<file path="src/rtl/pdm_pkg.sv">
// Shared constants and helpers for the PDM transmit modulator.
// Holds the default geometry, the full-scale value and the integrator clamp.
package pdm_pkg;

    localparam int DEFAULT_CLK_DIV = 50;
    localparam int DEFAULT_OSR     = 64;
    localparam int DEFAULT_DATA_W  = 16;
    localparam int DEFAULT_ACC_W   = 24;
    localparam int FS              = 1 << (DEFAULT_DATA_W - 1);

    // Symmetric clamp to +/-(2^(accW-1)-1) on a wide signed intermediate.
    function automatic logic signed [63:0] satAcc(input logic signed [63:0] value,
                                                  input int accW);
        logic signed [63:0] limit;
        limit = (64'sd1 <<< (accW - 1)) - 64'sd1;
        if (value > limit) begin
            satAcc = limit;
        end else if (value < -limit) begin
            satAcc = -limit;
        end else begin
            satAcc = value;
        end
    endfunction

endpackage

</file>
<file path="src/rtl/pdm_tx_modulator_core.sv">
// Second-order CIFB sigma-delta core: two clamped integrators, 1-bit quantizer, feedback.
// Advances once per step; with clear it holds the integrators at zero and toggles pdm.
module sigma_delta2_core
    import pdm_pkg::*;
#(
    parameter int DATA_W = DEFAULT_DATA_W,
    parameter int ACC_W  = DEFAULT_ACC_W
) (
    input  logic                     clk,
    input  logic                     reset,
    input  logic                     step,
    input  logic                     clear,
    input  logic signed [DATA_W-1:0] x,
    output logic                     pdm
);

    localparam logic signed [63:0] FULL_SCALE = 64'sd1 <<< (DATA_W - 1);

    logic signed [ACC_W-1:0] i1_q, i1_d;
    logic signed [ACC_W-1:0] i2_q, i2_d;
    logic                    pdm_q, pdm_d;
    logic signed [63:0]      xExt, i1Ext, i2Ext, fb, sum1, sum2;

    // The second integrator consumes the freshly updated first integrator.
    always_comb begin
        xExt  = {{(64 - DATA_W){x[DATA_W-1]}}, x};
        i1Ext = {{(64 - ACC_W){i1_q[ACC_W-1]}}, i1_q};
        i2Ext = {{(64 - ACC_W){i2_q[ACC_W-1]}}, i2_q};
        fb    = pdm_q ? FULL_SCALE : -FULL_SCALE;
        sum1  = satAcc(i1Ext + xExt - fb, ACC_W);
        sum2  = satAcc(i2Ext + sum1 - fb, ACC_W);
        i1_d  = i1_q;
        i2_d  = i2_q;
        pdm_d = pdm_q;
        if (step) begin
            if (clear) begin
                i1_d  = '0;
                i2_d  = '0;
                pdm_d = !pdm_q;
            end else begin
                i1_d  = sum1[ACC_W-1:0];
                i2_d  = sum2[ACC_W-1:0];
                pdm_d = !sum2[63];
            end
        end
    end

    always_ff @(posedge clk) begin
        if (reset) begin
            i1_q  <= '0;
            i2_q  <= '0;
            pdm_q <= 1'b0;
        end else begin
            i1_q  <= i1_d;
            i2_q  <= i2_d;
            pdm_q <= pdm_d;
        end
    end

    assign pdm = pdm_q;

endmodule

</file>
<file path="src/rtl/pdm_tx_modulator.sv">
// PCM-to-PDM transmitter: clock divider, bit/sample counters, one-entry holding
// register with ready/valid handshake, and the second-order sigma-delta core.
module pdm_tx_modulator
    import pdm_pkg::*;
#(
    parameter int CLK_DIV = DEFAULT_CLK_DIV,
    parameter int OSR     = DEFAULT_OSR,
    parameter int DATA_W  = DEFAULT_DATA_W,
    parameter int ACC_W   = DEFAULT_ACC_W
) (
    input  logic                     clk,
    input  logic                     reset,
    input  logic                     enable,
    input  logic signed [DATA_W-1:0] in_data,
    input  logic                     in_valid,
    output logic                     in_ready,
    output logic                     pdm_clk_out,
    output logic                     pdm_out,
    output logic                     sample_tick,
    output logic                     underflow
);

    localparam int DIV_W = $clog2(CLK_DIV);
    localparam int BIT_W = $clog2(OSR);
    localparam logic [DIV_W-1:0] DIV_LAST = DIV_W'(CLK_DIV - 1);
    localparam logic [DIV_W-1:0] DIV_HALF = DIV_W'(CLK_DIV / 2);
    localparam logic [DIV_W-1:0] DIV_TICK = DIV_W'(CLK_DIV / 2 - 1);
    localparam logic [BIT_W-1:0] BIT_LAST = BIT_W'(OSR - 1);

    logic [DIV_W-1:0]         divCnt_q, divCnt_d;
    logic [BIT_W-1:0]         bitCnt_q, bitCnt_d;
    logic                     pdmClk_q, pdmClk_d;
    logic                     holdFull_q, holdFull_d;
    logic signed [DATA_W-1:0] holdData_q, holdData_d;
    logic signed [DATA_W-1:0] curSample_q, curSample_d;
    logic                     inReady_q, inReady_d;
    logic                     sampleTick_q, sampleTick_d;
    logic                     underflow_q, underflow_d;
    logic                     bitTick, load, accept;
    logic signed [DATA_W-1:0] coreX;
    logic                     pdmBit;

    // A load sees only the holding state from before this edge, so a same-cycle
    // accept is deferred to the following load.
    always_comb begin
        divCnt_d     = (divCnt_q == DIV_LAST) ? '0 : divCnt_q + 1'b1;
        pdmClk_d     = (divCnt_d < DIV_HALF);
        bitTick      = (divCnt_q == DIV_TICK);
        accept       = in_valid && inReady_q;
        load         = bitTick && enable && (bitCnt_q == BIT_LAST);
        bitCnt_d     = bitCnt_q;
        curSample_d  = curSample_q;
        coreX        = curSample_q;
        holdFull_d   = holdFull_q;
        holdData_d   = holdData_q;
        if (bitTick) begin
            if (!enable || load) begin
                bitCnt_d = '0;
            end else begin
                bitCnt_d = bitCnt_q + 1'b1;
            end
        end
        if (load && holdFull_q) begin
            curSample_d = holdData_q;
            coreX       = holdData_q;
            holdFull_d  = 1'b0;
        end
        if (accept) begin
            holdFull_d = 1'b1;
            holdData_d = in_data;
        end
        sampleTick_d = load && holdFull_q;
        underflow_d  = load && !holdFull_q;
        inReady_d    = !holdFull_d;
    end

    always_ff @(posedge clk) begin
        if (reset) begin
            divCnt_q     <= '0;
            bitCnt_q     <= '0;
            pdmClk_q     <= 1'b0;
            holdFull_q   <= 1'b0;
            holdData_q   <= '0;
            curSample_q  <= '0;
            inReady_q    <= 1'b0;
            sampleTick_q <= 1'b0;
            underflow_q  <= 1'b0;
        end else begin
            divCnt_q     <= divCnt_d;
            bitCnt_q     <= bitCnt_d;
            pdmClk_q     <= pdmClk_d;
            holdFull_q   <= holdFull_d;
            holdData_q   <= holdData_d;
            curSample_q  <= curSample_d;
            inReady_q    <= inReady_d;
            sampleTick_q <= sampleTick_d;
            underflow_q  <= underflow_d;
        end
    end

    sigma_delta2_core #(
        .DATA_W(DATA_W),
        .ACC_W (ACC_W)
    ) u_core (
        .clk  (clk),
        .reset(reset),
        .step (bitTick),
        .clear(!enable),
        .x    (coreX),
        .pdm  (pdmBit)
    );

    assign in_ready    = inReady_q;
    assign pdm_clk_out = pdmClk_q;
    assign pdm_out     = pdmBit;
    assign sample_tick = sampleTick_q;
    assign underflow   = underflow_q;

endmodule
</file>
<file path="config.mk">
export PLATFORM = sky130hd
export DESIGN_NAME = pdm_tx_modulator
export DESIGN_NICKNAME = d
export VERILOG_FILES = /design/src/rtl/pdm_pkg.sv /design/src/rtl/pdm_tx_modulator_core.sv /design/src/rtl/pdm_tx_modulator.sv
export SDC_FILE = /design/constraint.sdc
export NUM_CORES = 1
export LEC_CHECK = 0
export BUFFER_PORTS_ARGS = -buffer_cell sky130_fd_sc_hd__buf_2
export CAP_MARGIN = 20
export CORE_UTILIZATION = 35
export CTS_CLUSTER_DIAMETER = 30
export DETAILED_ROUTE_END_ITERATION = 6
export SETUP_SLACK_MARGIN = 0.15
export SYNTH_ARGS = -nofsm -noshare
export SYNTH_HDL_FRONTEND = slang
export SYNTH_SLANG_ARGS = --single-unit
export TNS_END_PERCENT = 30
</file>
<file path="constraint.sdc">
create_clock -name clk -period 20.4 [get_ports clk]
set_clock_uncertainty 0.2 [all_clocks]
set_input_delay 2.04 -clock clk [delete_from_list [all_inputs] [get_ports clk]]
set_output_delay 2.04 -clock clk [all_outputs]
set_load 0.02 [all_outputs]
</file>
Word level (Yosys, flattened, before mapping)
Cells that the tools add are included.

Add/subtract/negate cells: 6. Order comparisons: 5. Equality and inequality tests: 3. Mux-type cells: 13. Reduce and logical (&&, ||, !) cells: 11.

Operators by type and width (count): $mux 64 (5); $gt 64x24->1 const B (2); $lt 64x24->1 const B (2); $sub 64x64->64 (2); $add 24x64->64 (1); $mux 24 (2); $add 24x16->25 (1); $mux 16 (1); $add 6x1->6 const B (2); $eq 6x6->1 const B (2); $mux 6 (2); $eq 6x5->1 const B (1); $lt 6x5->1 const B (1); $logic_and 1x1->1 (5); $logic_not 1->1 (5); $mux 1 (3); $logic_or 1x1->1 (1).

Bits in registers: 98. Bits of input ports: 20. Output and inout bits: 5. Word-level logic and storage cells: 50.

Longest topological paths before layout
Gate-level depths: netlist of run 1.

Depth after elaboration: 17. Mapped depth: 61. Mapped depth without buffers: 58.

By module
A second synthesis of run 1 with hierarchy kept.

Cells, all modules: 1602. Area, all modules: 12176.7 um^2.

Modules (own cells, without submodules): sigma_delta2_core (instances 1, cells each 1377, area each 10097.2 um^2); pdm_tx_modulator (instances 1, cells each 225, area each 2079.5 um^2).

Worst setup path after synthesis of run 1
No wires, ideal clock.

Path kind: input to register. Start point: input enable. End point: register u_core.i2_q[8]. Setup time: 0.117 ns. Data arrival time: 14.401 ns. Data required time: 20.083 ns. Setup slack: 5.682 ns. Cell stages on the path: 55. Buffers on the path: 6. Cell sequence: buf_2 -> inv_1 -> or3_1 -> inv_1 -> nand2_1 -> clkbuf_1 -> mux2_2 -> ha_1 -> fa_1 -> a21o_1 -> a21oi_1 -> o21bai_1 -> a21o_1 -> a21oi_1 -> o21ai_0 -> a2111oi_0 -> o31ai_1 -> o211ai_1 -> (+19 left out) -> fa_1 -> ha_1 -> clkbuf_1 -> nand2_1 -> nor3_1 -> and4_1 -> nor3b_1 -> a41oi_1 -> and3_1 -> or3_1 -> a311o_1 -> nor4_1 -> nand4_1 -> or4_1 -> ha_1 -> clkbuf_1 -> o21ai_0 -> a22o_1.

Cells in the longest elaborated chain, start to end: 15. Elaborated cells on any way between the ends: 17. Classes of those cells: add/sub (4); order compare (4); mux (6); reduce/logical (3).

RTL lines: from (decl) (RTL line pdm_tx_modulator.sv:13) `input logic enable,`; $logic_and 1x1->1 (*) (2 in a row) (RTL line pdm_tx_modulator.sv:50) `load = bitTick && enable && (bitCnt_q == BIT_LAST);`; $logic_and 1x1->1 (*) (RTL line pdm_tx_modulator.sv:63) `if (load && holdFull_q) begin`; $mux 16 (*); named net coreX[0] (RTL line pdm_tx_modulator.sv:40) `logic signed [DATA_W-1:0] coreX;`; $add 24x16->25 (*) (RTL line pdm_tx_modulator_core.sv:30) `sum1 = satAcc(i1Ext + xExt - fb, ACC_W);`; $sub 64x64->64 (*) (RTL line pdm_tx_modulator_core.sv:30); $lt 64x24->1 (RTL line pdm_pkg.sv:18) `end else if (value < -limit) begin`; $mux 64 (RTL line pdm_pkg.sv:18); $mux 64 (*) (RTL line pdm_pkg.sv:16) `if (value > limit) begin`; $add 24x64->64 (*) (RTL line pdm_tx_modulator_core.sv:31) `sum2 = satAcc(i2Ext + sum1 - fb, ACC_W);`; $sub 64x64->64 (*) (RTL line pdm_tx_modulator_core.sv:31); $lt 64x24->1 (RTL line pdm_pkg.sv:18); $mux 64 (RTL line pdm_pkg.sv:18); $mux 64 (*) (RTL line pdm_pkg.sv:16); $mux 24 (*) (RTL line pdm_tx_modulator_core.sv:36) `if (clear) begin`; to (signal assigned) (RTL line pdm_tx_modulator_core.sv:55) `i2_q <= i2_d;`; to (decl) (RTL line pdm_tx_modulator_core.sv:20) `logic signed [ACC_W-1:0] i2_q, i2_d;`.

The timed path passes the listed nets; every way through them passes the cells marked *. A chain may end at the register's enable or synchronous reset.

Worst setup path in the final report of run 1
Start point: input enable. End point: register u_core.i2_q[4].

The elaborated chain is that of the path after synthesis.

==> summary.md, run 1 <==
| Metric | Value |
|---|---|
| Comb pwr share | 3.2% |
| Area Overhead vs Synth | 6.711% |
| Residual DRC | 0 |
| Most common flop cell mapped by yosys | dfxtp_1 |
| CP Launch Type | primary input |
| Commonest non-fill, non-tap cell in the layout | a21oi_1 |
| Pre-CTS WS | 3003 ps |
| First-pass GRT wire length | 54440 microns |
| Crit-path slowest cell | ha_1 |
| Met2 Use GR | 33.18% |
| Overall Global Routing Usage | 19.88% |
| I/O pin count | 25 |
| Most used routing layer | met2 |
| Max Cap Viol | 0 |
| Fmax | 58.26 MHz |
| Async SR Flop Fraction | 0% |
| Root Driver | clkbuf_16 |
| Initial antenna violation count | 0 |
| GR Overflow Total | 0 |
| PwrDens | 31.53 nW/um^2 |
| Post-DP HPWL | roughly 27000 microns |
| Number of buffers added on ports | 24 |
| Vias | between 10k and 15k |
| Synthesized Nets | ~1.7k |
| Cell area after synthesis | between 10000 and 15000 sq um |
| Critical path arrival | 17210 ps |
| Tmin final | between 15000 and 20000 ps |
| Seq/Total Area, Yosys | around 17% |
| Vias in the first global route | between 10k and 15k |
| Required time worst endpoint | 20450 ps |
| CTS tree | yes |
| Slowest stage delay, CP | 840 ps |
| Internal | between 300 and 400 uW |
| Die span in y | 184.6 microns |
| Worst-Skew Late Latency | 350 ps |
| Tcrit/Tclk final | a little over four fifths |
| EDFF count, synth | 0 |
| Fin Setup TNS | 0 ps |
| Setup Crit Path Kind | primary input to flop |
| Register share of total power | 49.7% |
| Final hold violations | 0 |
| 1st-iter DRT viols | 858 |
| Drt via density | 5.700 |
| Hold Path Class | flop to flop |
| Share of layout cells above drive strength 1 | 5.727% |
| Number of hold buffers added after CTS | 0 |
| Status | finished clean |
| Hold Crit Start | holdData_q[5] |
| Syn Area/Cell | about 7.6 sq um |
| Worst Setup SP | enable |
| Worst Slack Setup Final | 3235 ps |
| Die area | 34080 sq um |
| Commonest cells after routing, fill and taps aside | 163 x a21oi_1, 162 x nor2_1, 124 x nand2_1, 111 x ha_1, 101 x inv_1 |
| Core ar. | roughly 33000 sq um |
| P_sw | 86.32 uW |
| Total Routed Length | 34000 microns |
| Worst ir drop on vdd | 0.03714 mV |
| Yosys warnings | 0 |
| Longest Clk Path Bufs | 2 |
| Largest fanout on the critical path | 24 |
| Endpoints failing setup | 0 |
| Yosys cell types | 76 |
| TritonCTS buffer count | 9 |
| Slew @ Worst Pin | 1054 ps |
| Switching share of power | 21.98% |
| Initial Utilization | 35.69% |
| Slew margin rel. | 29.63% |
| RSZ-0062 raised after global routing | no |
| Met3 Usage GRT | 1.680% |
| Post-cts resize count | 0 |
| Placer congestion estimate | a little under 1 |
| Final Util | 38.09% |
| Synth Instances | 1544 |
| Ant diodes | 0 |
| Fill count | roughly 3.5k |
| Layout Nets | roughly 1.7k |
| Wire per inst | 17.34 microns |
| Pin count of the biggest net entering global routing | 75 |
| Max Slew Vio Count | 0 |
| Die extent in x | 184.6 microns |
| Setup crit end kind | flop |
| Leakage | about 5.8 nW |
| CTS sink cnt | 98 |
| #FFs+latches synth | 98 |
| Standard-cell rows | 66 |
| Power share of the clock group | 47.0% |
| Postcts setup bufs | 0 |
| Worst r2r src | divCnt_q[0] |
| H-tree depth | 3 |
| Reg clk slew, reported paths | 80 ps |
| Routed Antenna Nets | 0 |
| Drt pass-1 iters | 6 |
| Met1 capacity usage during global routing | 28.02% |
==> kinds of logic after synthesis <==
family	Yosys count	synth area share, %
simple gates	535	22.64
compound gates	480	26.63
buf+inv	173	5.735
fa+ha+maj	161	20.48
flops	98	16.81
xor+xnor	73	5.478
mux	24	2.230
==> sequential cells by signal, indices dropped and copies added (netlist names) <==
name         count
divCnt_q         6
u_core.i1_q     24
u_core.pdm       1
bitCnt_q         6
underflow        1
sample_tick      1
curSample_q     16
holdData_q      16
u_core.i2_q     24
pdm_clk_out      1
holdFull_q       1
in_ready         1
==> synthesized netlist by cell type, types with 20 or more instances <==
| master | n | area share (%) |
|---|---|---|
| inv_1 | 101 | 3.2 |
| nand3_1 | 25 | 1.1 |
| clkbuf_1 | 65 | 2.1 |
| a22o_1 | 24 | 1.8 |
| nand4_1 | 32 | 1.7 |
| and3_1 | 21 | 1.1 |
| xor2_1 | 29 | 2.2 |
| o21bai_1 | 20 | 1.3 |
| o21ai_0 | 76 | 3.3 |
| dfxtp_1 | 98 | 17 |
| a21o_1 | 48 | 3.1 |
| nor2_1 | 164 | 5.3 |
| a21oi_1 | 163 | 7.0 |
| xnor2_1 | 44 | 3.3 |
| nand2_1 | 124 | 4.0 |
| nor2b_1 | 24 | 1.3 |
| ha_1 | 111 | 12 |
| fa_1 | 50 | 8.6 |
| nor3_1 | 41 | 1.8 |
==> power by group through the flow <==
stage          combinational (mW)  clock (mW)  sequential [mW]
6_report                   0.0126       0.185            0.195
3_3_place_gp               0.0126           0            0.200
2_1_floorplan             0.00882           0            0.199
5_1_grt                    0.0143       0.197            0.196
3_5_place_dp               0.0128           0            0.200
4_1_cts                    0.0128       0.187            0.195
==> stage by stage <==
step,hold WS [ps],instances,power [mW],cell area [sq um]
6_report,259.9,1961,0.3927,12450
4_1_cts,260.9,1961,0.3957,12450
3_5_place_dp,252.4,1945,0.2126,12140
5_1_grt,283.7,1961,0.4066,12450
3_3_place_gp,248.9,1945,0.2123,12140
2_1_floorplan,222.6,1544,0.2083,11670
==> worst max-delay path: cells and delay by family <==
| kind | cells | cell delay, ps |
|---|---|---|
| adder cells (fa/ha/maj) | 8 | 4060 |
| multiplexers | 1 | 440 |
| AO/OA/AOI/OAI | 22 | 4890 |
| buffers and inverters | 5 | 950 |
| AND/OR/NAND/NOR | 17 | 4790 |
==> final timing paths <==
| check | endpoint | slack, ps | cells past startpoint |
|---|---|---|---|
| max | u_core.i2_q[4] | 3240 | 53 |
| min | holdData_q[5] | 260 | 2 |
| max reg2reg | u_core.i2_q[4] | 4180 | 55 |
| min reg2reg | holdData_q[5] | 260 | 2 |
==> area by class of cell <==
cell class,count,area (sq um),area share [%]
Multi-Input combinational cell,1273,9064,72.78
Sequential cell,98,1967,15.79
Tap cell,442,553.0,4.440
Inverter,101,379.1,3.044
Clock buffer,11,232.7,1.869
Timing Repair Buffer,31,172.7,1.386
Clock inverter,5,86.33,0.6932
==> routing by layer <==
layer | vias up | wire [microns] | part of all wire, %
met5 | - | 0 | 0
met4 | 0 | 481 | 1.4
met3 | 36 | 1239 | 3.6
met2 | 280 | 15860 | 47
met1 | 5357 | 16420 | 48
li1 | 5504 | - | -
Note: power is estimated with default switching activity, not from simulation.
==> inputs of run 2 (changes only) <==
--- a/config.mk
+++ b/config.mk
@@ -5,6 +5,7 @@
 export SDC_FILE = /design/constraint.sdc
 export NUM_CORES = 1
 export LEC_CHECK = 0
+export ABC_AREA = 1
 export BUFFER_PORTS_ARGS = -buffer_cell sky130_fd_sc_hd__buf_2
 export CAP_MARGIN = 20
 export CORE_UTILIZATION = 35
==> constraint.sdc (replaced) <==
create_clock -name clk -period 13.79 [get_ports clk]
set_clock_uncertainty 0.2 [all_clocks]
set_input_delay 1.379 -clock clk [delete_from_list [all_inputs] [get_ports clk]]
set_output_delay 1.379 -clock clk [all_outputs]
set_load 0.02 [all_outputs]
==> run 2 against run 1 <==
Against the previous run:
- flip-flop and latch count stayed put
- cell count is 22% higher
- critical endpoint is now u_core.i2_q[8]
- sequential share of layout area is 0.76 points lower
- highest routed layer unchanged
- routed wire length is 10% higher
- worst hold slack worse by 6.2 ps
- via count is 10% higher
- total power is 47% higher
- worst setup slack worse by 2300 ps
==> summary.md, run 2 <==
| Metric | Value |
|---|---|
| PwrDens | 44.27 nW/um^2 (+40%) |
| Most used cell, CP | nand2_1 |
| Initial Utilization | 35.90% (+0.21 points) |
| Slowest stage delay, CP | 480 ps (-360 ps) |
| 1st-iter DRT viols | 941 (+9.7%) |
| EDFF count, synth | 0 (unchanged) |
| GR Overflow Total | 0 (unchanged) |
| Ant diodes | 0 (unchanged) |
| XOR/XNOR Fraction of Synth Area | 4.405% (-1.1 points) |
| RSZ-0062 raised after global routing | no |
| CTS sink cnt | 98 (unchanged) |
| Mux contribution to synthesized area | 0% (-2.2 points) |
| CP Launch Type | primary input |
| Share of layout cells above drive strength 1 | 6.137% (+0.41 points) |
| First-pass GRT wire length | 59550 microns (+9.4%) |
| #FFs+latches synth | 98 (unchanged) |
| Fmax | about 78 MHz |
| Status | finished clean |
| Final hold slack | 253.7 ps (-6.213 ps) |
| Largest fanout on the critical path | 18 (-25%) |
| Layout Nets | 2115 (+25%) |
| Die extent in x | 188.2 microns (+1.9%) |
| Max Slew Vio Count | 0 (unchanged) |
| Share of the synthesized area in the top cell type | 16.18% (-0.63 points) |
| Endpoints failing setup | 0 (unchanged) |
| CTS tree | yes |
| Syn Area/Cell | 6.294 sq um (-17%) |
| Commonest cells after routing, fill and taps aside | 461 x nand2_1, 303 x inv_1, 235 x a21oi_1, 183 x nor2_1, 110 x ha_1 |
| Synth Instances | 1927 (+25%) |
| Final Util | 38.72% (+0.64 points) |
| Reg clk slew, reported paths | 70 ps (about the same) |
| Total Routed Length | 37540 microns (+10%) |
| Initial antenna violation count | 0 (unchanged) |
| Vias | 12.35k (+10%) |
| P_sw | 139.9 uW (+62%) |
| Worst-Skew Late Latency | 350 ps (about the same) |
| Setup Crit Path Kind | primary input to flop |
| Synth Area in Compound Gates | 18.15% (-8.5 points) |
| Overall Global Routing Usage | 20.97% (+1.1 points) |
| Number of hold buffers added after CTS | 0 (unchanged) |
| Routed Antenna Nets | 0 (unchanged) |
| Power share of the clock group | 46.5% (-0.5 points) |
| Worst Slack Setup Final | 941.7 ps (-2293 ps) |
| Drt via density | 5.172 (-9.3%) |
| Fill count | 3654 (+5.1%) |
| Post-synthesis adder-cell area fraction | 19.70% (-0.77 points) |
| Slew margin rel. | 39.12% (+9.5 points) |
| Max Cap Viol | 0 (unchanged) |
| H-tree depth | 3 (unchanged) |
| Yosys warnings | 0 (unchanged) |
| Area Overhead vs Synth | 7.861% |
| Wire per inst | 15.73 microns (-9.3%) |
| Post-synth top cells | 461 x nand2_1, 304 x inv_1, 235 x a21oi_1 |
| Internal | 439.2 uW (+43%) |
| Hold Path Class | flop to flop |
| Seq/Total Area, Yosys | 16.18% (-0.63 points) |
| Worst ir drop on vdd | 0.05589 mV (+50%) |
| Path depth of the worst reg2reg path | 67 (+22%) |
| Placer congestion estimate | 1.007 (+4.6%) |
| Async SR Flop Fraction | 0% (unchanged) |
| Yosys top cell by area | dfxtp_1 |
| Top-count cell post-synth | nand2_1 |
| Standard-cell rows | 67 (+1.5%) |
| Tmin final | approximately 13000 ps |
| Setup crit end kind | flop |
| Die span in y | 188.2 microns (+1.9%) |
| Simple-gate share of the synthesized area | 30.24% (+7.6 points) |
| Largest family of logic cells by synthesized area | simple AND/OR/NAND/NOR gates |
| Most common flop cell mapped by yosys | dfxtp_1 |
| Drt pass-1 iters | 6 (unchanged) |
| Comb pwr share | 3.6% (+0.4 points) |
| Register share of total power | 49.9% (+0.2 points) |
| Top Registers | u_core.i1_q (24), u_core.i2_q (24) |
| Longest Clk Path Bufs | 2 (unchanged) |
| Placed cell count | 2370 (+22%) |
| Commonest non-fill, non-tap cell in the layout | nand2_1 |
| Hold depth | 1 (-1) |
| Required time worst endpoint | 13790 ps (-6660 ps) |
| Die area | 35400 sq um (+3.9%) |
| Critical path arrival | 12850 ps (-4360 ps) |
| Leakage | 6.725 nW (+16%) |
| Vias in the first global route | 11.39k (+12%) |
| Core ar. | 33780 sq um (+3.3%) |
| Fin cells | 2387 (+22%) |
| Cell area after synthesis | 12130 sq um (+3.9%) |
| I/O pin count | 25 (unchanged) |
| Residual DRC | 0 (unchanged) |
| Number of buffers added on ports | 24 (unchanged) |
| TritonCTS buffer count | 9 (unchanged) |
| Yosys cell types | 53 (-30%) |
| Ranking of synthesized cells by area | dfxtp_1 16%, nand2_1 14%, ha_1 11% |
| Switching share of power | 24.16% (+2.2 points) |
| Final hold violations | 0 (unchanged) |
| Crit-path slowest cell | fa_1 |
| Post-DP HPWL | 31010 microns (+15%) |
| Pre-CTS WS | -6.500 ps (-3010 ps) |
| Synthesized Nets | 2108 (+22%) |
| Root Driver | clkbuf_16 |
| Tcrit/Tclk final | 93.17% |
| Slew @ Worst Pin | 911.0 ps (-143.4 ps) |
| Pin count of the biggest net entering global routing | 75 (unchanged) |
[run 2: kinds of logic (layout without fill, tap and decap cells)]
| kind of cell | after synthesis | after routing |
|---|---|---|
| flip-flops | 98 | 98 |
| XOR/XNOR | 61 | 61 |
| AND/OR/NAND/NOR | 850 | 850 |
| AO/OA/AOI/OAI | 401 | 401 |
| adder cells (fa/ha/maj) | 161 | 161 |
| buffers and inverters | 356 | 368 |
[run 2: cell type report]
cell class	count	area [sq um]	area share, %
Multi-Input combinational cell	1473	8820	67.42
Sequential cell	98	1967	15.04
Inverter	315	1186	9.067
Tap cell	448	560.5	4.285
Timing Repair Buffer	37	230.2	1.760
Clock buffer	9	225.2	1.722
Clock inverter	7	92.59	0.7078
[run 2: worst max-delay path: cells and delay by family]
kind	cells	cell delay (ps)
and+or+nand+nor	29	3680
AOI/OAI and AO/OA	18	3280
adders and majority gates	8	3090
buffers and inverters	10	1210
xor gates and xnor gates	1	160
[run 2: worst paths after layout]
check | startpoint | to | slack (ps)
hold / removal | holdFull_q | underflow | 250
hold reg to reg | holdFull_q | underflow | 250
setup reg to reg | divCnt_q[0] | u_core.i2_q[8] | 1180
setup / recovery | enable | u_core.i2_q[8] | 940
[run 2: power by group through the flow]
stage	clock, mW	combinational [mW]	sequential (mW)
detailed placement	0	0.0208	0.296
finish	0.269	0.0208	0.289
CTS	0.277	0.0209	0.289
floorplan	0	0.0135	0.296
global route	0.289	0.0242	0.290
global placement	0	0.0203	0.296
[run 2: what timing repair did]
action,4_1_cts,5_1_grt
resized for setup,0,10
setup buffers,0,1
setup endpoints to repair,0,25
[run 2: through the flow]
stage	power, mW	area [sq um]	TNS (ps)
4_1_cts	0.5868	13040	0
3_3_place_gp	0.3161	12720	0
3_5_place_dp	0.3166	12720	-6.500
2_1_floorplan	0.3097	12130	0
5_1_grt	0.6027	13080	0
6_report	0.5791	13080	0
[run 2: layer usage]
layer | GRT usage, % | vias up | wire length [microns] | share of wire (%)
li1 | - | 6278 | - | -
met4 | 6.942 | 0 | 1129 | 3.0
met3 | 1.797 | 61 | 2035 | 5.4
met2 | 35.48 | 372 | 17400 | 46
met5 | 0 | - | 0 | 0
met1 | 27.92 | 5634 | 16980 | 45
==> inputs of run 3 (changes only) <==
--- a/config.mk
+++ b/config.mk
@@ -11,7 +11,9 @@
 export CORE_UTILIZATION = 35
 export CTS_CLUSTER_DIAMETER = 30
 export DETAILED_ROUTE_END_ITERATION = 6
+export PLACE_DENSITY = 0.56
 export SETUP_SLACK_MARGIN = 0.15
+export SLEW_MARGIN = 20
 export SYNTH_ARGS = -nofsm -noshare
 export SYNTH_HDL_FRONTEND = slang
 export SYNTH_SLANG_ARGS = --single-unit
==> run 3 against run 2 <==
Against the previous run:
- register-to-register slack better by 30 ps
- sequential power is essentially flat
- routed wire length increased by 0.55%
- largest cell class unchanged
- critical endpoint is now u_core.i2_q[20]
- sequential share of layout area barely moved
- highest routed layer unchanged
- critical path type unchanged
==> summary.md, run 3 (synthesis gave the netlist of run 2 again) <==
| Metric | Value |
|---|---|
| Required time worst endpoint | 13800 ps (about the same) |
| CTS sink cnt | 98 (unchanged) |
| PwrDens | 43.40 nW/um^2 (-2.0%) |
| Largest fanout on the critical path | 18 (unchanged) |
| CTS tree | yes |
| Fill count | 3678 (+0.66%) |
| Max Slew Vio Count | 0 (unchanged) |
| RSZ-0062 raised after global routing | no |
| Worst ir drop on vdd | 0.06876 mV (+23%) |
| Longest Clk Path Bufs | 2 (unchanged) |
| Pin count of the biggest net entering global routing | 75 (unchanged) |
| Standard-cell rows | 67 (unchanged) |
| Setup crit end kind | flop |
| Hold Path Class | flop to flop |
| Commonest cells after routing, fill and taps aside | 461 x nand2_1, 302 x inv_1, 233 x a21oi_1, 182 x nor2_1, 109 x ha_1 |
| TritonCTS buffer count | 9 (unchanged) |
| 1st-iter DRT viols | 937 (-0.43%) |
| Placer congestion estimate | 1.015 (+0.78%) |
| Reg clk slew, reported paths | 80 ps (about the same) |
| Status | finished clean |
| Crit-path slowest cell | fa_1 |
| Final hold violations | 0 (unchanged) |
| Slew margin rel. | 41.00% (+1.9 points) |
| Slowest stage delay, CP | 480 ps (about the same) |
| Leakage | 6.724 nW (about the same) |
| Drt pass-1 iters | 6 (unchanged) |
| Drt via density | 5.160 (-0.22%) |
| Post-DP HPWL | 31320 microns (+0.99%) |
| Total power | 568.5 uW (-1.8%) |
| Fmax | 78.61 MHz (+1.0%) |
| Number of hold buffers added after CTS | 0 (unchanged) |
| CP Launch Type | primary input |
| Die span in y | 188.2 microns (unchanged) |
| Core ar. | 33780 sq um (unchanged) |
| Root Driver | clkbuf_16 |
| Slew @ Worst Pin | 882.8 ps (-28.18 ps) |
| Initial Utilization | 35.90% (unchanged) |
| Worst Slack Setup Final | 1069 ps (+126.8 ps) |
| Fin Setup TNS | 0 ps (unchanged) |
| Layout Nets | 2116 (+0.047%) |
| GR Overflow Total | 0 (unchanged) |
| Number of buffers added on ports | 24 (unchanged) |
| Initial antenna violation count | 0 (unchanged) |
| Area Overhead vs Synth | 8.016% |
| Vias in the first global route | 11.57k (+1.6%) |
| Ant diodes | 0 (unchanged) |
| I/O pin count | 25 (unchanged) |
| Tmin final | 12720 ps (-126.8 ps) |
| Pre-CTS WS | -210.2 ps (-203.7 ps) |
| Max Cap Viol | 0 (unchanged) |
| Overall Global Routing Usage | 21.28% (+0.31 points) |
| Critical path arrival | 12730 ps (-120 ps) |
| First-pass GRT wire length | 60330 microns (+1.3%) |
| Setup Crit Path Kind | primary input to flop |
| Vias | 12.32k (-0.18%) |
| Routed Antenna Nets | 0 (unchanged) |
| Wire per inst | 15.81 microns (+0.51%) |
| Final hold slack | 262.7 ps (+8.965 ps) |
| Most used cell, CP | nand2_1 |
| H-tree depth | 3 (unchanged) |
| Commonest non-fill, non-tap cell in the layout | nand2_1 |
| Top Registers | u_core.i1_q (24), u_core.i2_q (24) |
| Tcrit/Tclk final | 92.25% (-0.92 points) |
| Sequential cell area | 1967 sq um (unchanged) |
| Area of the multi-input gates | 8832 sq um (+0.14%) |
| Die extent in x | 188.2 microns (unchanged) |
| Total Routed Length | 37750 microns (+0.55%) |
| Worst-Skew Late Latency | 360 ps (about the same) |
| Die area | 35400 sq um (unchanged) |
| Residual DRC | 0 (unchanged) |
| Endpoints failing setup | 0 (unchanged) |
| Share of layout cells above drive strength 1 | 6.443% (+0.31 points) |
run 3: cell count changes in the layout (fill, tap and decap cells not counted), sizes merged:
cell	before	now
inv	317	315
bufinv	1	0
buf	37	38
clkbuf	9	10
clkinvlp	1	3
run 3: worst paths after layout:
kind | depth (start not counted) | start | slack (ps) | end
max reg2reg | 65 | divCnt_q[0] | 1210 | u_core.i2_q[20]
min | 2 | u_core.i2_q[5] | 260 | u_core.i2_q[5]
max | 64 | enable | 1070 | u_core.i2_q[20]
min reg2reg | 2 | u_core.i2_q[5] | 260 | u_core.i2_q[5]
run 3: layout make-up:
cell class | count | area share (%)
Inverter | 315 | 9.083
Clock inverter | 6 | 0.4680
Multi-Input combinational cell | 1473 | 67.42
Sequential cell | 98 | 15.01
Tap cell | 448 | 4.279
Clock buffer | 10 | 1.824
Timing Repair Buffer | 38 | 1.910
run 3: routing by layer:
metal	GRT usage, %	share of wire, %	up-vias
met5	0	0	-
met4	8.505	4.1	0
met3	2.059	5.1	76
met2	35.33	46	353
met1	28.20	45	5611
li1	-	-	6283
run 3: power by group:
| part | switching (mW) | internal, mW |
|---|---|---|
| registers | 0.00201 | 0.287 |
| clock network | 0.127 | 0.132 |
| logic | 0.0143 | 0.00637 |
| total | 0.143 | 0.425 |
run 3: stage by stage:
stage	instances	util [%]	area, sq um
after floorplan	1927	-	12130
after global placement	2370	37.66	12720
after detailed placement	2370	37.66	12720
after CTS	2386	38.55	13020
after global routing	2388	38.78	13100
final	2388	38.78	13100
run 3: timing repair:
action / 4_1_cts / 5_1_grt
gates resized for setup: 0 / 15
endpoints found under the setup margin: 0 / 25
endpoints found under the hold margin: 0 / 0
buffers inserted: 0 / 2
run 3: critical path, delay by kind of cell:
family / cells / cell delay (ps)
AO/OA/AOI/OAI: 18 / 3680
AND/OR/NAND/NOR: 25 / 3050
adder cells (fa/ha/maj): 8 / 2940
buffers and inverters: 12 / 1440
XOR/XNOR: 1 / 220
